--- src/rtl/adc_fifo_drain_scheduler.sv ---
// Frame-ordered read scheduler for the four per-channel ADC sample FIFOs.
// Drains channels 0..3 in order onto a single valid/ready stream tagged with channel and frame.
module adc_fifo_drain_scheduler #(
   parameter int unsigned DATA_WIDTH      = 32,
   parameter int unsigned RD_LATENCY      = 1,
   parameter int unsigned FRAME_CNT_WIDTH = 16
) (
   input  logic                       system_clock,
   input  logic                       reset_n,
   input  logic                       enable,
   input  logic [3:0]                 rdempty,
   input  logic [3:0]                 wrfull,
   input  logic [DATA_WIDTH-1:0]      fifo_q0,
   input  logic [DATA_WIDTH-1:0]      fifo_q1,
   input  logic [DATA_WIDTH-1:0]      fifo_q2,
   input  logic [DATA_WIDTH-1:0]      fifo_q3,
   output logic [3:0]                 FIFO_RD_EN,
   output logic [DATA_WIDTH-1:0]      out_data,
   output logic [1:0]                 out_channel,
   output logic [FRAME_CNT_WIDTH-1:0] out_frame,
   output logic                       out_last,
   output logic                       out_valid,
   input  logic                       out_ready,
   output logic                       busy,
   output logic [3:0]                 overflow_sticky,
   input  logic                       clear_overflow
);

   localparam int unsigned WAIT_W = 2;

   typedef enum logic [1:0] {
      S_IDLE,
      S_ISSUE,
      S_WAIT,
      S_PRESENT
   } state_t;

   state_t                     state;
   state_t                     state_nxt;
   logic [1:0]                 ch;
   logic [1:0]                 ch_nxt;
   logic [WAIT_W-1:0]          wait_cnt;
   logic [WAIT_W-1:0]          wait_cnt_nxt;
   logic [FRAME_CNT_WIDTH-1:0] frame_cnt;
   logic [FRAME_CNT_WIDTH-1:0] frame_cnt_nxt;
   logic                       capture_c;
   logic [DATA_WIDTH-1:0]      sel_q_c;
   logic [3:0]                 wrfull_meta;
   logic [3:0]                 wrfull_sync;

   // Read-data mux for the channel currently being drained
   always_comb begin
      sel_q_c = fifo_q0;
      case (ch)
         2'd0:    sel_q_c = fifo_q0;
         2'd1:    sel_q_c = fifo_q1;
         2'd2:    sel_q_c = fifo_q2;
         default: sel_q_c = fifo_q3;
      endcase
   end

   // Next-state logic
   always_comb begin
      state_nxt     = state;
      ch_nxt        = ch;
      wait_cnt_nxt  = wait_cnt;
      frame_cnt_nxt = frame_cnt;
      capture_c     = 1'b0;
      case (state)
         S_IDLE: begin
            if (enable && (rdempty == 4'b0000)) begin
               ch_nxt    = 2'd0;
               state_nxt = S_ISSUE;
            end
         end
         S_ISSUE: begin
            wait_cnt_nxt = WAIT_W'(RD_LATENCY - 1);
            state_nxt    = S_WAIT;
         end
         S_WAIT: begin
            if (wait_cnt == WAIT_W'(0)) begin
               capture_c = 1'b1;
               state_nxt = S_PRESENT;
            end else begin
               wait_cnt_nxt = wait_cnt - WAIT_W'(1);
            end
         end
         S_PRESENT: begin
            // out_valid is always high here, so out_ready alone completes the handshake
            if (out_ready) begin
               if (ch == 2'd3) begin
                  frame_cnt_nxt = frame_cnt + FRAME_CNT_WIDTH'(1);
                  state_nxt     = S_IDLE;
               end else begin
                  ch_nxt    = ch + 2'd1;
                  state_nxt = S_ISSUE;
               end
            end
         end
         default: state_nxt = S_IDLE;
      endcase
   end

   // Control state
   always_ff @(posedge system_clock) begin
      if (!reset_n) begin
         state     <= S_IDLE;
         ch        <= 2'd0;
         wait_cnt  <= WAIT_W'(0);
         frame_cnt <= FRAME_CNT_WIDTH'(0);
      end else begin
         state     <= state_nxt;
         ch        <= ch_nxt;
         wait_cnt  <= wait_cnt_nxt;
         frame_cnt <= frame_cnt_nxt;
      end
   end

   // Registered outputs, decoded from the next state so they align with the state register
   always_ff @(posedge system_clock) begin
      if (!reset_n) begin
         FIFO_RD_EN  <= 4'b0000;
         out_valid   <= 1'b0;
         busy        <= 1'b0;
         out_data    <= DATA_WIDTH'(0);
         out_channel <= 2'd0;
         out_frame   <= FRAME_CNT_WIDTH'(0);
         out_last    <= 1'b0;
      end else begin
         FIFO_RD_EN <= (state_nxt == S_ISSUE) ? (4'b0001 << ch_nxt) : 4'b0000;
         out_valid  <= (state_nxt == S_PRESENT);
         busy       <= (state_nxt != S_IDLE);
         if (capture_c) begin
            out_data    <= sel_q_c;
            out_channel <= ch;
            out_frame   <= frame_cnt;
            out_last    <= (ch == 2'd3);
         end
      end
   end

   // wrfull crosses from the write domain; set has priority over clear
   always_ff @(posedge system_clock) begin
      if (!reset_n) begin
         wrfull_meta     <= 4'b0000;
         wrfull_sync     <= 4'b0000;
         overflow_sticky <= 4'b0000;
      end else begin
         wrfull_meta     <= wrfull;
         wrfull_sync     <= wrfull_meta;
         overflow_sticky <= (overflow_sticky & ~{4{clear_overflow}}) | wrfull_sync;
      end
   end

endmodule

--- config.mk ---
export PLATFORM = sky130hd
export DESIGN_NAME = adc_fifo_drain_scheduler
export DESIGN_NICKNAME = d
export VERILOG_FILES = /design/src/rtl/adc_fifo_drain_scheduler.sv
export SDC_FILE = /design/constraint.sdc
export NUM_CORES = 1
export LEC_CHECK = 0
export CORE_MARGIN = 10
export CORE_UTILIZATION = 41
export DETAILED_ROUTE_END_ITERATION = 8
export PLACE_DENSITY = 0.81
export SLEW_MARGIN = 20
export SYNTH_ARGS = -nofsm -noshare
export SYNTH_HDL_FRONTEND = slang
export SYNTH_SLANG_ARGS = --single-unit
--- constraint.sdc ---
create_clock -name system_clock -period 2.25 [get_ports system_clock]
set_input_delay 0.5625 -clock system_clock [delete_from_list [all_inputs] [get_ports system_clock]]
set_output_delay 0.5625 -clock system_clock [all_outputs]
set_load 0.01 [all_outputs]
==> summary.txt, run 1 <==
Clocking
  • CTS root buffer: clkbuf_8
  • CTS Buffer Depth: 2
  • CTS resizes: 0
  • Post-CTS Setup Inserts: 0
  • Worst skew pair latency: 0.36 ns
  • CTS sink count: 91
  • CTS tree: built
  • Num CTS Buffers: 9
  • CTS clk-pin slew, worst paths: 0.10 ns
  • H-tree levels: 3
  • Hold-fix buffers at CTS: 0

Floorplanning
  • Boundary Pins: 202
  • Row cnt: 36
  • Die area: 14,600 um^2
  • Initial core utilization: 42.3%
  • Die span in y: 121 um
  • CORE AREA: 9820 um^2
  • Die X: 121 um

Critical path
  • Slowest stage delay, CP: 0.83 ns
  • CP Cell Sequence: inv_1, ha_1, and2_2, nand2_1, a21oi_1
  • Worst R2R Path Depth: 5
  • Reg2reg start: state[0]
  • Cell family with most CP delay: simple AND/OR/NAND/NOR gates
  • Critical Path AT: 2.31 ns
  • CP max-delay cell: and2_2
  • R2r endpoint: out_frame[12]
  • Critical path type: flip-flop to flip-flop
  • Crit Path Max Fanout: 51
  • Critical Path End: out_frame[12]
  • Buffers & Inverters on Critical Path: 1
  • CP Data Required Time: 2.54 ns
  • Crit end category: flip-flop
  • CP startpoint: state[0]
  • WP depth: 5
  • Slack of the worst reg-to-reg path: 0.23 ns
  • Critical path launch point type: flip-flop

Final layout
  • ANT cells: 0
  • Share of cells above drive strength 1: 11.6%
  • FF/Latch Area: 1820 um^2
  • Fin nets: 772
  • Area Growth Syn to Fin: 56.2%
  • Multi-input logic area: 2160 um^2
  • Fill count: 836

Synth
  • Post-synth EDFFs: 0
  • Syn Inst Count: 433
  • Top post-synthesis cells by area: dfxtp_1 (44%), mux4_2 (17%), nand2_1 (9.7%)
  • Top_reg_cell synth: dfxtp_1
  • Post-synth cell types: 40
  • Ys Warns: 0
  • Synth area leader: dfxtp_1
  • Synth Cell Area: 4150 um^2
  • Yosys reg bits: 91
  • Synth top cells by count: nand2_1 (107), dfxtp_1 (91), a21oi_1 (62)
  • Synth Area per Inst: 9.59 um^2
  • Async set or reset register ratio after synthesis: 0%
  • Sequential fraction of the synthesis area: 43.9%
  • Post-Syn Nets: 580
  • Top-count cell post-synth: nand2_1
  • Area share of the largest cell type after synthesis: 43.9%

STA
  • RSZ-0062 raised after global routing: no
  • Setup TNS: 0 ns
  • Relative slew slack: 36.3%
  • Fmax: 0.495 GHz
  • Final hold violation count: 0
  • Crit share post-route: 89.8%
  • Post-route worst setup slack: 0.230 ns
  • Final setup viols: 0
  • Final Skew: 0.0104 ns
  • Final Max Tran Viols: 0
  • Least-Margin Pin Slew: 0.955 ns
  • Final min period: 2.02 ns

Power
  • Power per cell area: 530 nW/um^2
  • Pleak: 0.00218 uW
  • VDD IR max: 0.301 mV

Drt
  • Drt drc: 0
  • WL per Instance: 17.6 um
  • Post-route ant nets: 0
  • Via-per-instance ratio: 5.15
  • Drt initial violations: 185
  • Routed wire length: 13.4 mm
  • Initial DRT Pass Iterations: 6
  • Routed vias: 3,931

GRT
  • Total track usage: 17.9%
  • Largest net degree at the start of global routing: 58
  • Initial antenna violation count: 0
  • Vias in the first global route: 4,177
  • GRT Residual Overflow: 0
  • First-pass GRT wire length: 21.0 mm

Job
  • Total of max-cap violations: 0

Placed design
  • Port bufs: 201
  • Pre-CTS WS: 0.0142 ns
  • GP Congestion: 0.816
  • Half-perimeter wire length after placement: 10.8 mm

Run status
  • Status: finished, final reports clean

Worst hold path
  • Tightest Hold Check Type: flip-flop to flip-flop
  • WHS Path Cells: 1
[final cells by class]
class / instances / area share, %
tap: 133 / 2.56
clock buffer: 10 / 2.12
multi-input combinational: 303 / 33.3
inverter: 10 / 0.578
timing repair buffer: 210 / 32.4
sequential: 91 / 28.1
clock inverter: 6 / 0.868
[where the power goes]
| group | total [uW] | leakage [uW] | internal, uW | switching [uW] |
|---|---|---|---|---|
| Sequential | 1700 | 0.000736 | 1670 | 30.4 |
| Clock | 1060 | 0.0000973 | 457 | 607 |
| Combinational | 678 | 0.00135 | 397 | 281 |
| Total | 3440 | 0.00218 | 2520 | 918 |
[sequential cells by signal (all words and copies together), names as in the netlist]
name and cells:
FIFO_RD_EN 4, ch 2, frame_cnt 16, out_data 32, wrfull_sync 4, wrfull_meta 4
overflow_sticky 4, busy 1, state 2, out_frame 16, out_valid 1, out_channel 2
out_last 1, wait_cnt 2
[cells in the final DEF, fill, tap and decap left out, types with 8 or more instances in the layout]
master,synthesis,layout
nor2_1,25,25
a21oi_1,62,62
mux4_2,32,32
inv_1,10,9
nand2_1,107,106
clkdlybuf4s50_1,0,201
clkbuf_8,0,10
and2_1,9,8
dfxtp_1,91,89
[worst min-delay path by stage]
| stage | startpoint | endpoint |
|---|---|---|
| global route | wrfull_meta[2] | wrfull_sync[2] |
| finish | wrfull_meta[2] | wrfull_sync[2] |
| CTS | wrfull_meta[2] | wrfull_sync[2] |
| detailed placement | wrfull_meta[2] | wrfull_sync[2] |
| global placement | wrfull_meta[3] | wrfull_sync[3] |
| floorplan | wrfull_meta[0] | wrfull_sync[0] |
[stage by stage]
stage                     area [um^2]  total power (uW)  hold WS [ns]  util, %  instances
after floorplan                  4150              2010         0.412        -        433
after global placement           6300              2390         0.415     64.1        747
after detailed placement         6300              2420         0.421     64.1        747
after CTS                        6490              3480         0.445     66.1        763
after global routing             6490              3600         0.466     66.1        763
final                            6490              3440         0.442     66.1        763
[cell families after synthesis]
| kind of cell | synth area share [%] |
|---|---|
| adders and majority gates | 1.81 |
| and+or+nand+nor | 19.6 |
| muxes | 17.8 |
| AOI/OAI and AO/OA | 10.2 |
| xor gates and xnor gates | 2.53 |
| DFF | 43.9 |
| buffers and inverters | 4.16 |
[worst register-to-register path, delay by kind of cell (launching register included)]
family / cells / cell delay [ns]
AO/OA/AOI/OAI: 1 / 0.17
adder cells (fa/ha/maj): 1 / 0.30
buffers and inverters: 1 / 0.14
flip-flops: 1 / 0.36
AND/OR/NAND/NOR: 2 / 0.99
[routing by layer]
metal | up-vias | share of wire [%] | global-route usage, %
met3 | 18 | 8.8 | 6.98
met4 | 0 | 1.4 | 4.60
met2 | 157 | 53 | 33.3
li1 | 1889 | - | -
met5 | - | 0 | 0
met1 | 1867 | 37 | 18.2
(Power assumes the default switching activity.)
==> inputs of run 2 (changes only) <==
--- a/config.mk
+++ b/config.mk
@@ -9,6 +9,7 @@
 export CORE_UTILIZATION = 41
 export DETAILED_ROUTE_END_ITERATION = 8
 export PLACE_DENSITY = 0.81
+export RECOVER_POWER = 25
 export SLEW_MARGIN = 20
 export SYNTH_ARGS = -nofsm -noshare
 export SYNTH_HDL_FRONTEND = slang
==> summary.txt, run 2 (synthesis gave the netlist of run 1 again) <==
GRT
  • Largest net degree at the start of global routing: 58 (unchanged)
  • GRT Residual Overflow: 0 (unchanged)
  • Grt peak-use layer: met2
  • Vias in the first global route: 4,177 (unchanged)
  • Total track usage: 17.9% (unchanged)
  • Met2 GRT Util: 33.3% (unchanged)
  • Met3 Track Usage GR: 6.98% (unchanged)
  • First-pass GRT wire length: 21.0 mm (unchanged)
  • Initial antenna violation count: 0 (unchanged)
  • Met1 usage: 18.2% (unchanged)

Clocking
  • CTS sink count: 91 (unchanged)
  • CTS tree: built
  • CTS Buffer Depth: 2 (unchanged)
  • CTS clk-pin slew, worst paths: 0.09 ns (about the same)
  • CTS root buffer: clkbuf_8
  • CTS resizes: 0 (unchanged)
  • Hold-fix buffers at CTS: 0 (unchanged)
  • Post-CTS Setup Inserts: 0 (unchanged)
  • H-tree levels: 3 (unchanged)
  • Num CTS Buffers: 9 (unchanged)
  • Worst skew pair latency: 0.36 ns (about the same)

Critical path
  • CP Data Required Time: 2.45 ns (-0.09 ns)
  • Crit Path Max Fanout: 57 (+12%)
  • CP startpoint: reset_n
  • Critical path launch point type: primary input
  • Worst R2R Path Depth: 5 (unchanged)
  • Slack of the worst reg-to-reg path: 0.22 ns (about the same)
  • R2r endpoint: out_last
  • Critical Path End: frame_cnt[1]
  • Critical path type: primary input to flip-flop
  • Reg2reg start: state[0]
  • Crit end category: flip-flop
  • Critical Path AT: 2.26 ns (-0.05 ns)

Final layout
  • Most common cell after layout, fill and taps aside: clkdlybuf4s50_1
  • Reg with most FFs: out_data
  • Layout Cells excl Fill: 763 (unchanged)
  • ANT cells: 0 (unchanged)
  • Share of cells above drive strength 1: 11.0% (-0.63 points)
  • Most frequent cells in the layout: clkdlybuf4s50_1 (185), nand2_1 (106), dfxtp_1 (89)
  • Fill count: 840 (+0.48%)
  • Util after Layout: 65.8% (-0.31 points)
  • Max reg flops: 32 (unchanged)
  • Largest regs: out_data x32, frame_cnt x16, out_frame x16
  • Fin area: 6460 um^2 (-0.46%)
  • Area Growth Syn to Fin: 55.5%
  • Fin nets: 772 (unchanged)

Power
  • Pleak: 0.00222 uW (+1.8%)
  • VDD IR max: 0.301 mV (+0.23%)
  • Power per cell area: 530 nW/um^2 (about the same)

Run status
  • Status: finished, final reports clean

STA
  • Final Skew: 0.0110 ns (+0.000575 ns)
  • Relative slew slack: 24.5% (-12 points)
  • RSZ-0062 raised after global routing: no
  • Crit share post-route: 91.5% (+1.7 points)
  • Final setup viols: 0 (unchanged)
  • Final min period: 2.06 ns (+0.0386 ns)
  • Post-route worst setup slack: 0.192 ns (-0.0386 ns)
  • Setup TNS: 0 ns (unchanged)
  • Final hold violation count: 0 (unchanged)
  • Fmax: 0.486 GHz (-1.9%)
  • Least-Margin Pin Slew: 1.13 ns (+0.177 ns)
  • Final Max Tran Viols: 0 (unchanged)

Drt
  • Post-route ant nets: 0 (unchanged)
  • WL per Instance: 17.6 um (about the same)
  • Drt initial violations: 187 (+1.1%)
  • Via-per-instance ratio: 5.13 (-0.38%)
  • Routed wire length: 13.4 mm (about the same)
  • Initial DRT Pass Iterations: 6 (unchanged)
  • Routed vias: 3,916 (-0.38%)
  • Drt drc: 0 (unchanged)

Floorplanning
  • Initial core utilization: 42.3% (unchanged)
  • Die span in y: 121 um (unchanged)
  • Die area: 14,600 um^2 (unchanged)
  • CORE AREA: 9820 um^2 (unchanged)
  • Die X: 121 um (unchanged)
  • Boundary Pins: 202 (unchanged)
  • Row cnt: 36 (unchanged)

Placed design
  • DP Area: 6300 um^2 (unchanged)
  • Placed insts: 747 (unchanged)
  • Port bufs: 201 (unchanged)
  • GP Congestion: 0.816 (unchanged)
  • Half-perimeter wire length after placement: 10.8 mm (unchanged)
  • Pre-CTS WS: 0.0142 ns (unchanged)

Worst hold path
  • Tightest Hold Check Type: flip-flop to flip-flop

Job
  • Total of max-cap violations: 0 (unchanged)
[run 2: cell count changes in the layout (fill, tap and decap cells not counted), sizes merged]
| cell | change |
|---|---|
| dlygate4sd3 | +16 |
| clkbuf | +2 |
| clkdlybuf4s50 | -16 |
| buf | -2 |
[run 2: cell type report]
type	count	area, um^2	share of cell area, %
clock buffer	10	138	2.13
sequential	91	1820	28.2
timing repair buffer	210	2090	32.3
multi-input combinational	303	2150	33.3
tap	133	166	2.58
inverter	10	37.5	0.581
clock inverter	6	56.3	0.872
[run 2: power breakdown]
group | total, uW | switching (uW) | internal, uW
sequential | 1700 | 30.1 | 1670
clock | 1070 | 609 | 457
combinational | 661 | 276 | 384
total | 3420 | 916 | 2510
[run 2: routing by layer]
metal  share of wire (%)  routed length (um)
met3                 8.6                1160
met1                  37                4980
met4                 1.3                 171
met5                   0                   0
met2                  53                7110
[run 2: through the flow]
stage | hold WS [ns] | total power [uW]
6_report | 0.442 | 3420
5_1_grt | 0.466 | 3580
4_1_cts | 0.445 | 3480
3_5_place_dp | 0.421 | 2420
3_3_place_gp | 0.415 | 2390
2_1_floorplan | 0.412 | 2010
[run 2: how the worst min path moves through the flow]
| stage | start | end | slack [ns] | cells after the start |
|---|---|---|---|---|
| 2_1_floorplan | wrfull_meta[0] | wrfull_sync[0] | 0.41 | 1 |
| 3_3_place_gp | wrfull_meta[3] | wrfull_sync[3] | 0.42 | 1 |
| 3_5_place_dp | wrfull_meta[2] | wrfull_sync[2] | 0.42 | 1 |
| 4_1_cts | wrfull_meta[2] | wrfull_sync[2] | 0.44 | 1 |
| 5_1_grt | wrfull_meta[2] | wrfull_sync[2] | 0.47 | 1 |
| 6_report | wrfull_meta[2] | wrfull_sync[2] | 0.44 | 1 |
[run 2: critical path, cell delays in order]
cell           delay, ns
dlygate4sd3_1       0.57
inv_1               0.12
clkbuf_2            0.87
nor2_1              0.12
==> patch 1, RTL diff (flow settings as in run 1) <==
Change the parameter `DATA_WIDTH` from 32 to 48.
--- a/src/rtl/adc_fifo_drain_scheduler.sv
+++ b/src/rtl/adc_fifo_drain_scheduler.sv
@@ -2,5 +2,5 @@
 // Drains channels 0..3 in order onto a single valid/ready stream tagged with channel and frame.
 module adc_fifo_drain_scheduler #(
-   parameter int unsigned DATA_WIDTH      = 32,
+   parameter int unsigned DATA_WIDTH      = 48,
    parameter int unsigned RD_LATENCY      = 1,
    parameter int unsigned FRAME_CNT_WIDTH = 16
Ports: changed (5 resized); port bits go from 202 to 282. The function was not compared with the original's and may differ.
==> patch 1 against run 1 <==
Die area grew 19%. Hold slack got worse by 0.0036 ns. Worst setup slack improved by 0.0090 ns. Synthesized area grew 22%. Wire length increased by 44%. Global-route usage rose by 3.8 points. Total power rose by 30%. Cell area grew 30%. Sequential cell count grew 16. First-iteration DRC count rose by 90%. Register-to-register slack gained 0.02 ns. Largest cell class is now non-clock buffers. Highest routed layer unchanged.
==> patch 1: results <==
[synthesis]
synthMuxAreaShare_pct = 21.3
synthXorXnorAreaFrac_pct = 1.38
ys_warn_count = 0
async_reset_ff_share_pct = 0
ys_seq_area_share_pct = 42.1
synth_adder_area_share_pct = 1.48
synth_top_family_by_area = "multiplexers"
synth_common_cells = "142 x nand2_1, 107 x dfxtp_1, 80 x a21oi_1, 48 x mux4_2, 24 x clkbuf_1"
yosysUniqueCellTypes = 41
syn_nets = 745
ys.flop_type = "dfxtp_1"
synth-compound-area-share_pct = 10.8
synthTopCellsByArea = "dfxtp_1 42%, mux4_2 21%, nand2_1 10%"

[final_layout]
drive_gt1_share_pct = 10.9
diodes = 0
top_regs = "out_data x48, frame_cnt x16, out_frame x16"
fillers = 910
fin_nets = 1014

[critical_path]
reg2reg_from = "state[1]"
crit_start = "rdempty[1]"
cp.arrival_ns = 2.24
slowest_delay_ns = 0.67
cp_max_fo = 7
cp_slowest_cell = "o311ai_1"
cpLargestDelayFamily = "compound AO/OA/AOI/OAI gates"
r2r-end = "frame_cnt[15]"
ff2ff_setup_slack_ns = 0.25
cp-endpoint = "FIFO_RD_EN[3]"
reg2reg_depth = 5

[placement]
port_buffers = 281
hpwl_um = 16000
globalplace.congestion = 0.915
place_ws_ns = -0.0985

[cts]
cts_setup_buffers = 0
cts_resized = 0
path_clk_slew_ns = 0.07
numCtsBuffers = 9
worstSkewPairLatency_ns = 0.34
cts-root-buf = "clkbuf_16"

[detailed_routing]
viasPerCell = 5.21
drt_iter0_markers = 352
drt-pass1-iter-count = 4
finalWirelength_um = 19300

[pwr]
power_leakage_nw = 2.80
ir_drop_uv = 351

[global_routing]
grt_usage_pct = 21.7
grt_pass1_vias = 5489
grt_start_max_net_pins = 47
grt_first_pass_wirelength_um = 30300

[timing]
worst_slew_pin_slew_ns = 0.801
period_needed_ns = 2.01
fin_skew_ns = 0.0129

[status]
status = "finished clean"
patch 1: cell families (layout without fill, tap and decap cells):
| kind of cell | count (synthesis) | after routing |
|---|---|---|
| muxes | 48 | 48 |
| AOI/OAI and AO/OA | 103 | 103 |
| xor gates and xnor gates | 8 | 8 |
| adders and majority gates | 6 | 6 |
| DFF | 107 | 107 |
| and+or+nand+nor | 211 | 211 |
| buffers and inverters | 51 | 325 |
patch 1: report_power, final:
group / internal [mW] / switching, mW / total (mW)
Clock: 0.872 / 0.708 / 1.58
Combinational: 0.548 / 0.336 / 0.884
Sequential: 1.96 / 0.0400 / 2.00
patch 1: metal layers:
metal  routed length (um)  share of wire [%]  track usage, %  up-vias
met3                 1560                8.1            7.85       14
li1                     -                  -               -     2429
met4                  223                1.2            4.08        0
met5                    0                  0               0        -
met1                 7160                 37            23.1     2426
met2                10300                 54            40.1      213
patch 1: how the worst min path moves through the flow:
stage / startpoint / endpoint / slack, ns / cells after the start
6_report: wrfull_meta[3] / wrfull_sync[3] / 0.44 / 1
3_3_place_gp: wrfull_sync[0] / overflow_sticky[0] / 0.42 / 2
5_1_grt: wrfull_meta[3] / wrfull_sync[3] / 0.46 / 1
4_1_cts: wrfull_meta[3] / wrfull_sync[3] / 0.45 / 1
3_5_place_dp: wrfull_meta[3] / wrfull_sync[3] / 0.43 / 1
2_1_floorplan: wrfull_meta[3] / wrfull_sync[3] / 0.41 / 1
patch 1: area by class of cell:
type,instances,area share (%)
tap,168,2.50
multi-input combinational,376,32.4
clock buffer,9,2.68
clock inverter,7,0.878
timing repair buffer,297,35.5
inverter,12,0.536
sequential,107,25.5
patch 1: worst reg2reg max path, stage by stage (launching register included):
cell and delay [ns]:
dfxtp_1 0.44, ha_1 0.39, nand4_2 0.15, or2_1 0.33, or4_1 0.49, a21oi_1 0.15
patch 1: per-stage QoR:
| step | util, % | instance area (um2) | cells | total power [mW] | TNS [ns] |
|---|---|---|---|---|---|
| floorplan | - | 5080 | 534 | 2.35 | 0 |
| global placement | 67.2 | 8110 | 960 | 2.90 | -0.00231 |
| detailed placement | 67.2 | 8110 | 960 | 2.93 | -0.412 |
| CTS | 69.7 | 8410 | 976 | 4.50 | 0 |
| global route | 69.7 | 8410 | 976 | 4.65 | 0 |
| finish | 69.7 | 8410 | 976 | 4.47 | 0 |
==> patch 2, RTL diff (settings of run 1) <==
Without the edit above. The 4 states of `state_t` get a one-hot encoding in 4 bits.
--- a/src/rtl/adc_fifo_drain_scheduler.sv
+++ b/src/rtl/adc_fifo_drain_scheduler.sv
@@ -29,9 +29,9 @@
    localparam int unsigned WAIT_W = 2;
 
-   typedef enum logic [1:0] {
-      S_IDLE,
-      S_ISSUE,
-      S_WAIT,
-      S_PRESENT
+   typedef enum logic [3:0] {
+      S_IDLE    = 4'b0001,
+      S_ISSUE   = 4'b0010,
+      S_WAIT    = 4'b0100,
+      S_PRESENT = 4'b1000
    } state_t;
 
Check against the original RTL: same outputs for any inputs over 10 cycles, from zero or initial values and one cycle with reset_n low; not proved beyond that.
==> patch 2 against run 1 <==
Cell area rose by 2.4%. Register-to-register slack got worse by 0.09 ns. Total power is 10% lower. Worst setup slack worse by 0.13 ns. Sequential cell count is 2 higher. Critical endpoint is now FIFO_RD_EN[3]. Wire length grew 8.8%. Synthesized area is 2.0% higher. Critical path type is now input pin to flip-flop. Utilization down 0.87 points. Largest power group unchanged.
==> patch 2: results <==
[pwr]
ir_drop_uv = 282
power_leakage_nw = 2.20
swShare_pct = 22.2
power_frac_seq_pct = 53.7
combPwrFrac_pct = 11.6
powerComb_mw = 0.360

[placement]
placement.cell_area_um2 = 6450
place_ws_ns = -0.358
globalplace.congestion = 0.865

[timing]
fin_skew_ns = 0.00932
worst_slew_pin_slew_ns = 0.561
hold_slack_ns = 0.437

[synthesis]
synthTopCellsByArea = "dfxtp_1 44%, mux4_2 17%, nand2_1 10%"
ys_seq_area_share_pct = 43.9
synthMuxAreaShare_pct = 17.5
synthCells = 460
synthXorXnorAreaFrac_pct = 2.07
synth_adder_area_share_pct = 0.590
syn_nets = 603
synth-compound-area-share_pct = 10.8
yosysUniqueCellTypes = 40

[critical_path]
cp-endpoint = "FIFO_RD_EN[3]"
slowest_delay_ns = 0.68
cp_slowest_cell = "or4b_2"
ff2ff_setup_slack_ns = 0.14
reg2reg_depth = 4
cp.arrival_ns = 2.40
cp_max_fo = 2
r2r-end = "frame_cnt[10]"

[global_routing]
met1_usage_pct = 22.3
grt_first_pass_wirelength_um = 22500
use_met2_pct = 32.9
grt_usage_pct = 18.9
grt_pass1_vias = 4273
grt_start_max_net_pins = 54
grt.met3_usage_pct = 4.16

[final_layout]
drive_gt1_share_pct = 11.4
fillers = 830
fin_nets = 798

[status]
status = "finished clean"

[detailed_routing]
finalWirelength_um = 14600
drt-pass1-iter-count = 4
wl_per_cell_um = 18.3

[cts]
path_clk_slew_ns = 0.09

[worst_hold_path]
min-delay-start = "wrfull_meta[1]"
==> patch 2: worst reg2reg max path: stages, from the launching register on <==
cell	delay, ns
dfxtp_1	0.39
or4b_4	0.59
or4_1	0.58
or3_1	0.34
a21oi_1	0.14
==> patch 2: per-layer routing <==
metal	wire length, um	vias to the layer above	part of all wire (%)
met5	0	-	0
met1	5710	1984	39
li1	-	2015	-
met3	993	17	6.8
met4	282	0	1.9
met2	7610	144	52
==> patch 2: area by class of cell <==
| class | instances | area [um2] | area share, % |
|---|---|---|---|
| timing repair buffer | 218 | 2180 | 32.8 |
| sequential | 93 | 1870 | 28.1 |
| tap | 136 | 170 | 2.56 |
| inverter | 10 | 37.5 | 0.565 |
| multi-input combinational | 323 | 2200 | 33.1 |
| clock buffer | 11 | 151 | 2.28 |
| clock inverter | 5 | 41.3 | 0.622 |
